File: config.mk
export PLATFORM = sky130hd
export DESIGN_NAME = mem_router
export DESIGN_NICKNAME = d
export VERILOG_FILES = /design/src/rtl/mem_router.sv
export SDC_FILE = /design/constraint.sdc
export NUM_CORES = 1
export LEC_CHECK = 0
export BUFFER_PORTS_ARGS = -buffer_cell sky130_fd_sc_hd__buf_4
export CORE_AREA = 2 2 125 127
export DETAILED_ROUTE_END_ITERATION = 12
export DIE_AREA = 0 0 127 129
export GPL_ROUTABILITY_DRIVEN = 1
export GPL_TIMING_DRIVEN = 0
export PLACE_DENSITY = 0.78
export SETUP_SLACK_MARGIN = 0.1
export SYNTH_ARGS = -nofsm -noshare
export SYNTH_HDL_FRONTEND = slang
export SYNTH_SLANG_ARGS = --single-unit
File: constraint.sdc
create_clock -name clock -period 2.8 [get_ports clock]
set_clock_uncertainty 0.1 [all_clocks]
set_input_delay 0.56 -clock clock [delete_from_list [all_inputs] [get_ports clock]]
set_output_delay 0.56 -clock clock [all_outputs]
set_load 0.02 [all_outputs]
File: src/rtl/mem_router.sv
// rtl/mem_router.sv - address-window router from one memory master to NSLV slaves
// Registered request fields and completion outputs; one transaction in flight at a time.
module mem_router #(
    parameter int                NSLV     = 4,
    parameter logic [NSLV*32-1:0] SLV_BASE = {32'h0, 32'h2000000, 32'h1000000, 32'h100000},
    parameter logic [NSLV*32-1:0] SLV_TOP  = {32'h100000, 32'h200C000, 32'h1000008, 32'h200000},
    parameter int                TIMEOUT  = 1024
) (
    input  logic                 clock,
    input  logic                 reset,
    input  logic                 memory_valid,
    input  logic                 memory_instr,
    input  logic [31:0]          memory_addr,
    input  logic [31:0]          memory_wdata,
    input  logic [3:0]           memory_wstrb,
    output logic [31:0]          memory_rdata,
    output logic                 memory_ready,
    output logic                 memory_error,
    output logic [NSLV-1:0]      slv_valid,
    output logic                 slv_instr,
    output logic [31:0]          slv_addr,
    output logic [31:0]          slv_wdata,
    output logic [3:0]           slv_wstrb,
    input  logic [NSLV*32-1:0]   slv_rdata,
    input  logic [NSLV-1:0]      slv_ready
);

    localparam int SW = (NSLV > 1) ? $clog2(NSLV) : 1;

    typedef enum logic [1:0] {IDLE, BUSY, RESP} state_t;

    state_t            state_q, state_d;
    logic [SW-1:0]     sel_q, sel_d;
    logic [31:0]       cnt_q, cnt_d;
    logic [NSLV-1:0]   slv_valid_q, slv_valid_d;
    logic              slv_instr_q, slv_instr_d;
    logic [31:0]       slv_addr_q, slv_addr_d;
    logic [31:0]       slv_wdata_q, slv_wdata_d;
    logic [3:0]        slv_wstrb_q, slv_wstrb_d;
    logic [31:0]       rdata_q, rdata_d;
    logic              ready_q, ready_d;
    logic              error_q, error_d;

    logic              hit;
    logic [SW-1:0]     hit_idx;
    logic [31:0]       hit_off;
    logic              sel_ready;
    logic [31:0]       sel_rdata;

    // Scan from the top index down so the lowest matching window wins.
    always_comb begin
        hit     = 1'b0;
        hit_idx = '0;
        hit_off = '0;
        for (int i = NSLV - 1; i >= 0; i--) begin
            if (memory_addr >= SLV_BASE[32*i +: 32] && memory_addr < SLV_TOP[32*i +: 32]) begin
                hit     = 1'b1;
                hit_idx = SW'(i);
                hit_off = memory_addr - SLV_BASE[32*i +: 32];
            end
        end
    end

    always_comb begin
        sel_ready = 1'b0;
        sel_rdata = '0;
        for (int i = 0; i < NSLV; i++) begin
            if (sel_q == SW'(i)) begin
                sel_ready = slv_ready[i];
                sel_rdata = slv_rdata[32*i +: 32];
            end
        end
    end

    always_comb begin
        state_d     = state_q;
        sel_d       = sel_q;
        cnt_d       = cnt_q;
        slv_valid_d = '0;
        slv_instr_d = slv_instr_q;
        slv_addr_d  = slv_addr_q;
        slv_wdata_d = slv_wdata_q;
        slv_wstrb_d = slv_wstrb_q;
        rdata_d     = '0;
        ready_d     = 1'b0;
        error_d     = 1'b0;
        case (state_q)
            IDLE: begin
                if (memory_valid) begin
                    if (hit) begin
                        sel_d       = hit_idx;
                        cnt_d       = '0;
                        slv_instr_d = memory_instr;
                        slv_addr_d  = hit_off;
                        slv_wdata_d = memory_wdata;
                        slv_wstrb_d = memory_wstrb;
                        for (int i = 0; i < NSLV; i++) begin
                            slv_valid_d[i] = (hit_idx == SW'(i));
                        end
                        state_d     = BUSY;
                    end else begin
                        ready_d = 1'b1;
                        error_d = 1'b1;
                    end
                end
            end
            BUSY: begin
                if (sel_ready) begin
                    rdata_d = sel_rdata;
                    ready_d = 1'b1;
                    state_d = RESP;
                end else if (cnt_q == 32'(TIMEOUT - 1)) begin
                    ready_d = 1'b1;
                    error_d = 1'b1;
                    state_d = IDLE;
                end else begin
                    cnt_d = cnt_q + 32'd1;
                end
            end
            RESP: begin
                state_d = IDLE;
            end
            default: begin
                state_d = IDLE;
            end
        endcase
    end

    always_ff @(posedge clock or negedge reset) begin
        if (!reset) begin
            state_q     <= IDLE;
            sel_q       <= '0;
            cnt_q       <= '0;
            slv_valid_q <= '0;
            slv_instr_q <= 1'b0;
            slv_addr_q  <= '0;
            slv_wdata_q <= '0;
            slv_wstrb_q <= '0;
            rdata_q     <= '0;
            ready_q     <= 1'b0;
            error_q     <= 1'b0;
        end else begin
            state_q     <= state_d;
            sel_q       <= sel_d;
            cnt_q       <= cnt_d;
            slv_valid_q <= slv_valid_d;
            slv_instr_q <= slv_instr_d;
            slv_addr_q  <= slv_addr_d;
            slv_wdata_q <= slv_wdata_d;
            slv_wstrb_q <= slv_wstrb_d;
            rdata_q     <= rdata_d;
            ready_q     <= ready_d;
            error_q     <= error_d;
        end
    end

    assign memory_rdata = rdata_q;
    assign memory_ready = ready_q;
    assign memory_error = error_q;
    assign slv_valid    = slv_valid_q;
    assign slv_instr    = slv_instr_q;
    assign slv_addr     = slv_addr_q;
    assign slv_wdata    = slv_wdata_q;
    assign slv_wstrb    = slv_wstrb_q;

endmodule

==> results.txt, run 1 <==
----------------------------------------------------
[Clock tree]
  H-tree depth ... 4
  CTS Buf Count ... 17
  CTS tree ... yes
  Clock latency on the worst-skew pair ... ~0.42 ns
  Clock root buffer ... clkbuf_16
  Number of buffers inserted for hold repair after clock tree synthesis ... 0
  Bufs on Longest Clock Path ... 2
  Number of sinks driven by the clock tree ... 143
  Clock-pin slew of the registers on the worst-case setup and hold paths ... about 0.06 ns

[Placed design]
  Area after detailed placement ... 9820 µm²
  HPWL after detailed placement ... about 18000 µm
  GP Congestion ... 0.919
  Count of port buffers added during placement ... 310

[Detailed routing]
  Drt pass-1 iters ... 5
  Iteration-0 DRC count of the detailed router ... 559
  Antenna-violating nets left ... 0
  Post-detailed-route DRC marker count ... 0
  Final routed wirelength across all metal layers ... 24100 µm
  Routed wirelength normalized by instance count ... approximately 19 µm
  Average vias per placed instance ... approximately 5.6
  Via count ... 7121

[Power and ir drop]
  Leakage power summed over all cells ... ~5.6 nW
  Internal Power ... ~4.4 mW
  Peak ir drop on the vdd network ... between 0.4 and 0.5 mV
  Power share of the combinational group ... 18.7%
  Fraction of power spent switching nets ... 26.7%
  Clock share of power ... 41.4%
  Final Total Pwr ... approximately 6.0 mW
  Sequential power share ... between 30% and 40%
  Switch Pwr ... approximately 1.6 mW
  Total power divided by cell area ... around 550 nW/µm²

[GRT]
  Grt ovf ... 0
  Global Route met1 Usage ... 38.0%
  Global routing's busiest layer ... met2
  Antenna violations before repair ... 2
  Pin count of the biggest net entering global routing ... 80
  GRT Overall Usage ... ~29%
  Met3 track utilization from global routing ... 7.40%
  First-pass GRT wire length ... roughly 37000 µm
  Vias in the first global route ... ~7200
  GRT met2 Usage ... ~48%

[Yosys]
  Mapped Nets ... about 940
  Sequential fraction of the synthesis area ... between 50 and 60%
  Top cells by count, synth ... nand2_1, dfrtp_1, and3_1
  Top cells by area in the synthesized netlist ... dfrtp_1, nand2_1, mux4_2, and3_1, a31oi_1
  Count leader, synth ... nand2_1
  Count of flip-flops with a built-in enable after synthesis ... 0
  Area share of the leading cell type in the synthesized netlist ... 50.2%
  Number of storage elements in the synthesis netlist ... 143
  Most common flop cell mapped by yosys ... dfrtp_1
  Average cell area after synthesis ... roughly 10 µm²
  Post-synthesis async set-or-reset flop share ... 100%
  Synthesized instance count ... 726
  Yosys warns ... 0
  Syn Std Cell Area ... between 7000 and 8000 µm²
  Post-synth cell types ... between 50 and 60
  Cell accounting for the most synthesized area ... dfrtp_1

[STA]
  Number of setup violations in the final report ... 1
  Max_slew headroom ... between 40 and 50%
  Final count of hold timing violations ... 0
  Shortest clock period the worst path allows after layout ... about 2.8 ns
  Worst hold-check slack ... about 0.032 ns
  Portion of the clock cycle consumed by the worst path in the final layout ... 100%
  FMAX ... roughly 0.36 GHz
  Crit path setup slack, layout ... -0.00172 ns
  Final count of pins violating max slew ... 0
  Transition time at the pin with the least slew margin ... between 0.8 and 0.9 ns
  Unrepaired setup endpoints after global routing ... true

[Floorplan]
  Die Footprint ... 16400 µm²
  Number of core rows ... 45
  Height of the chip ... around 130 µm
  Core region area ... ~15000 µm²
  Initial core utilization ... between 40% and 50%
  # IOs ... ~310
  Width of the die ... 127 µm

[Cells and area]
  Post-layout net count ... 1282
  Sequential standard cell area ... ~3600 µm²
  Number of fillers in the final layout ... between 1000 and 1500
  Multi-input logic area ... 3670 µm²
  Final non-filler cell area ... ~11000 µm²
  Inserted Diodes ... 0
  Signed area change from the synthesized netlist to the final layout ... 53.7%
  Fraction of layout instances using a drive strength above 1 ... between 40% and 50%

[Job]
  Number of max-capacitance violations reported ... 0

[Critical path]
  Number of cell instances on the worst register-to-register path ... 9
  Startpoint-to-endpoint class of the critical path ... in -> reg
  Setup crit start kind ... primary input
  Critical Path Fanout Max ... 9
  CP Capture Type ... register
  Data arrival time of the worst path ... ~3.0 ns
  Data required time at the worst endpoint ... 3.00 ns

[Run status]
  Outcome ... complete, but fails checks
  Failing checks ... negative setup slack

[Hold path]
  Path class of the lowest-slack min-delay path ... in -> async

----------------------------------------------------
-- logic make-up (layout without fill, tap and decap cells) --
logic type,after synthesis,count (layout),synth area share [%]
AOI/OAI and AO/OA,102,102,9.35
xor gates and xnor gates,2,2,0.246
adders and majority gates,11,11,1.93
buffers and inverters,50,404,2.98
DFF,143,143,50.2
muxes,33,33,10.4
and+or+nand+nor,385,385,24.9
-- worst max-delay path, cell delays in order --
cell and delay (ns):
buf_4 0.13, nor4_1 0.69, nand3_1 0.24, o41ai_4 0.33, nand4_2 0.21, a31o_1 0.27
buf_6 0.15, o41a_1 0.42
-- layout make-up --
class	instances	share of cell area, %
clock buffers	19	3.95
inverters	11	0.422
clock inverters	13	1.92
well taps	188	2.15
repair buffers	324	23.0
flip-flops and latches	143	32.7
multi-input cells	533	33.5
plain buffers	37	2.48
-- worst paths after layout --
kind                                  to       startpoint  slack [ns]
min in group clock          slv_addr[17]  memory_addr[17]        0.23
max in group asynchronous       sel_q[0]            reset        1.73
max reg2reg                    cnt_q[22]        cnt_q[14]        0.09
min                        slv_wdata[10]            reset        0.03
max                         slv_addr[25]  memory_addr[20]      -0.002
min reg2reg                slv_wdata[24]    slv_wdata[24]        0.37
-- state kept, by name, summed over array words and instances, names as in the netlist --
register,flops
cnt_q,32
memory_error,1
memory_rdata,32
memory_ready,1
sel_q,2
slv_addr,32
slv_instr,1
slv_valid,4
slv_wdata,32
slv_wstrb,4
state_q,2
-- power groups by stage --
stage / sequential, mW / combinational [mW] / clock (mW)
global placement: 2.41 / 1.06 / 0
CTS: 2.38 / 1.10 / 2.51
floorplan: 2.56 / 0.329 / 0
detailed placement: 2.42 / 1.08 / 0
global route: 2.42 / 1.21 / 2.59
finish: 2.39 / 1.12 / 2.48
-- layout by cell type, fill, tap and decap left out, drive strengths merged, types with 4 or more instances in the layout --
cell / count
mux4: 33
nand2b: 5
and2: 7
a21o: 4
ha: 11
a21oi: 21
nor4: 14
clkbuf: 37
dfrtp: 143
nand4: 8
inv: 12
clkinv: 5
nor2: 30
o21a: 5
bufinv: 5
buf: 343
nand3: 18
nand2: 226
and3: 45
a31oi: 32
o21ai: 20
nor3: 14
o31ai: 4
-- layer usage --
| layer | part of all wire (%) | up-vias | wire length, µm |
|---|---|---|---|
| met2 | 51 | 306 | 12200 |
| met4 | 2.8 | 0 | 683 |
| li1 | - | 3263 | - |
| met5 | 0 | - | 0 |
| met1 | 40 | 3484 | 9520 |
| met3 | 6.7 | 68 | 1620 |
-- stage by stage --
step | TNS, ns | utilization [%] | cells | setup slack, ns
6_report | -0.00172 | 73.2 | 1268 | -0.00172
5_1_grt | -1.16 | 73.2 | 1268 | -0.0811
4_1_cts | 0 | 71.3 | 1267 | 0.0394
3_5_place_dp | -57.16 | 65.6 | 1225 | -0.654
3_3_place_gp | -56.43 | 65.4 | 1224 | -0.667
2_1_floorplan | -4.63 | - | 726 | -0.169
-- repair_timing --
| item | in CTS | in global routing |
|---|---|---|
| setup buffers | 9 | 2 |
| pin swaps | 6 | 9 |
| resized for setup | 26 | 71 |
| setup endpoints to repair | 104 | 104 |
| cloned | 2 | 0 |
Power figures use the tool's default switching activity.
==> run 2, diff against run 1 <==
Settings changed: CORE_AREA 2 2 125 127 to 2 2 161 100, DIE_AREA 0 0 127 129 to 0 0 163 102.
==> run 2 against run 1 <==
Register-to-register slack about the same. The flow still finishes with violations (negative setup slack). Largest power group is now registers. Clock power down 12%. Critical path depth up 1. Maximum frequency down 2.2%. Global-route usage up 0.42 points. Setup slack worse by 0.064 ns. Final cell count up 1.8%. Final area up 1.1%. Total power down 4.6%. Via count up 0.98%. Combinational power about the same. Critical endpoint unchanged.
==> results.txt, run 2 (synthesis gave the netlist of run 1 again) <==
----------------------------------------------------
[Critical path]
  Critical path buffers and inverters ... 2
  CP peak stage delay ... around 0.55 ns
  CP Capture Type ... register
  Critical Path Most Common Cell ... or4_4
  Data required time at the worst endpoint ... 2.99 ns
  Critical Path Fanout Max ... 10
  Kind of cell adding the most delay to the critical path ... simple AND/OR/NAND/NOR gates
  Library cell contributing the largest single delay on the critical path ... or4_4
  Data arrival time of the worst path ... slightly above 3 ns
  Setup crit start kind ... primary input
  Startpoint-to-endpoint class of the critical path ... in -> reg
  Crit-path cells ... buf_6, or4_4, or4_4, o31ai_4, and2_1, buf_4, nor3_1, a31o_2, o41a_1
  Register-to-register setup slack ... about 0.080 ns

[Clock tree]
  Clock root buffer ... clkbuf_16
  Clock latency on the worst-skew pair ... ~0.42 ns
  Number of sinks driven by the clock tree ... approximately 140
  Clock-pin slew of the registers on the worst-case setup and hold paths ... roughly 0.060 ns
  Bufs on Longest Clock Path ... 2
  H-tree depth ... 4
  CTS Buf Count ... 17
  CTS tree ... yes

[Run status]
  Outcome ... complete, but fails checks
  Failing checks ... negative setup slack

[STA]
  Sum of negative setup slack ... -0.157 ns
  Max_slew headroom ... between 40% and 50%
  Worst hold-check slack ... between 0.2 and 0.25 ns
  Crit path setup slack, layout ... -0.0653 ns
  Final count of pins violating max slew ... 0
  Transition time at the pin with the least slew margin ... ~0.8 ns
  Number of setup violations in the final report ... 8
  Portion of the clock cycle consumed by the worst path in the final layout ... 102%
  FMAX ... roughly 0.35 GHz
  Unrepaired setup endpoints after global routing ... true
  Final count of hold timing violations ... 0
  Shortest clock period the worst path allows after layout ... approximately 2.9 ns

[Power and ir drop]
  Switch Pwr ... roughly 1.6 mW
  Final Total Pwr ... about 5.7 mW
  Sequential power share ... 42.1%
  Clock share of power ... a little under two fifths
  Internal Power ... between 4 and 5 mW
  Peak ir drop on the vdd network ... slightly below 0.4 mV
  Leakage power summed over all cells ... about 5.6 nW
  Fraction of power spent switching nets ... 28.6%
  Total power divided by cell area ... 516 nW/µm²
  Power share of the combinational group ... 19.8%

[Hold path]
  Path class of the lowest-slack min-delay path ... in -> reg

[Detailed routing]
  Routed wirelength normalized by instance count ... just under 20 µm
  Iteration-0 DRC count of the detailed router ... between 600 and 700
  Via count ... slightly above 7000
  Post-detailed-route DRC marker count ... 0
  Drt pass-1 iters ... 5
  Antenna-violating nets left ... 0
  Average vias per placed instance ... ~5.6
  Final routed wirelength across all metal layers ... approximately 25000 µm

[Cells and area]
  Fraction of layout instances using a drive strength above 1 ... between 40% and 50%
  Leading cell types in the layout, fill and taps excluded ... buf_4, nand2_1, dfrtp_1
  Inserted Diodes ... 0
  Signed area change from the synthesized netlist to the final layout ... 55.4%
  Final non-filler cell area ... between 10000 and 15000 µm²
  Most common cell after layout, fill and taps aside ... buf_4
  Post-layout net count ... approximately 1300
  Final Non-Filler Cells ... about 1300
  Post-layout utilization of the core ... ~73%

[Floorplan]
  Height of the chip ... between 100 and 150 µm
  Number of core rows ... 35
  Die Footprint ... about 17000 µm²
  Initial core utilization ... between 40% and 50%
  Core region area ... between 15000 and 20000 µm²
  # IOs ... approximately 310
  Width of the die ... roughly 160 µm

[GRT]
  Vias in the first global route ... ~7000
  Antenna violations before repair ... 1
  First-pass GRT wire length ... approximately 37000 µm
  Pin count of the biggest net entering global routing ... between 90 and 100
  GRT Overall Usage ... roughly 29%
  Grt ovf ... 0

[Placed design]
  HPWL after detailed placement ... ~18000 µm
  GP Congestion ... 0.923
  Area after detailed placement ... 9840 µm²
  Pre-CTS WS ... -0.635 ns
  Placed cells ... between 1000 and 1500
  Count of port buffers added during placement ... 310

[Job]
  Number of max-capacitance violations reported ... 0

----------------------------------------------------
-- run 2: worst paths after layout --
kind,endpoint,start,depth (start not counted)
setup / recovery,slv_addr[25],memory_addr[17],9
hold / removal,slv_wdata[2],memory_wdata[2],3
setup reg to reg,cnt_q[29],cnt_q[0],10
hold reg to reg,slv_addr[31],slv_addr[31],2
max in group asynchronous,slv_addr[25],reset,3
min in group asynchronous,slv_wdata[18],reset,2
-- run 2: worst register-to-register path, stage by stage, from the launching register on --
cell and delay (ns):
dfrtp_1 0.41, ha_1 0.22, and3_1 0.25, nand4_1 0.24, nor4_4 0.46, buf_4 0.20
nor3_4 0.07, nor2_4 0.19, clkinv_4 0.15, buf_8 0.18, a31oi_4 0.18
-- run 2: routing by layer --
metal / track usage, % / vias up / part of all wire, %
li1: - / 3265 / -
met1: 42.0 / 3517 / 42
met2: 43.3 / 366 / 45
met3: 10.8 / 43 / 11
met4: 7.01 / 0 / 1.6
met5: 0 / - / 0
-- run 2: repair_timing --
item	in CTS	in global routing
setup buffers	11	6
pin swaps	8	16
hold endpoints to repair	46	0
gates resized for setup	39	70
endpoints found under the setup margin	105	108
gates cloned	2	2
hold buffers	1	0
-- run 2: area by class of cell --
type,count,area [µm²]
plain buffers,36,289
repair buffers,333,2620
inverters,11,46.3
fillers,1094,4030
multi-input cells,533,3720
flip-flops and latches,143,3580
clock buffers,20,457
clock inverters,12,113
well taps,203,254
-- run 2: power groups by stage --
stage          Sequential (mW)  Clock (mW)  Combinational, mW
2_1_floorplan             2.56           0              0.329
6_report                  2.41        2.18               1.13
3_3_place_gp              2.41           0               1.05
4_1_cts                   2.39        2.20               1.11
3_5_place_dp              2.42           0               1.08
5_1_grt                   2.42        2.30               1.23
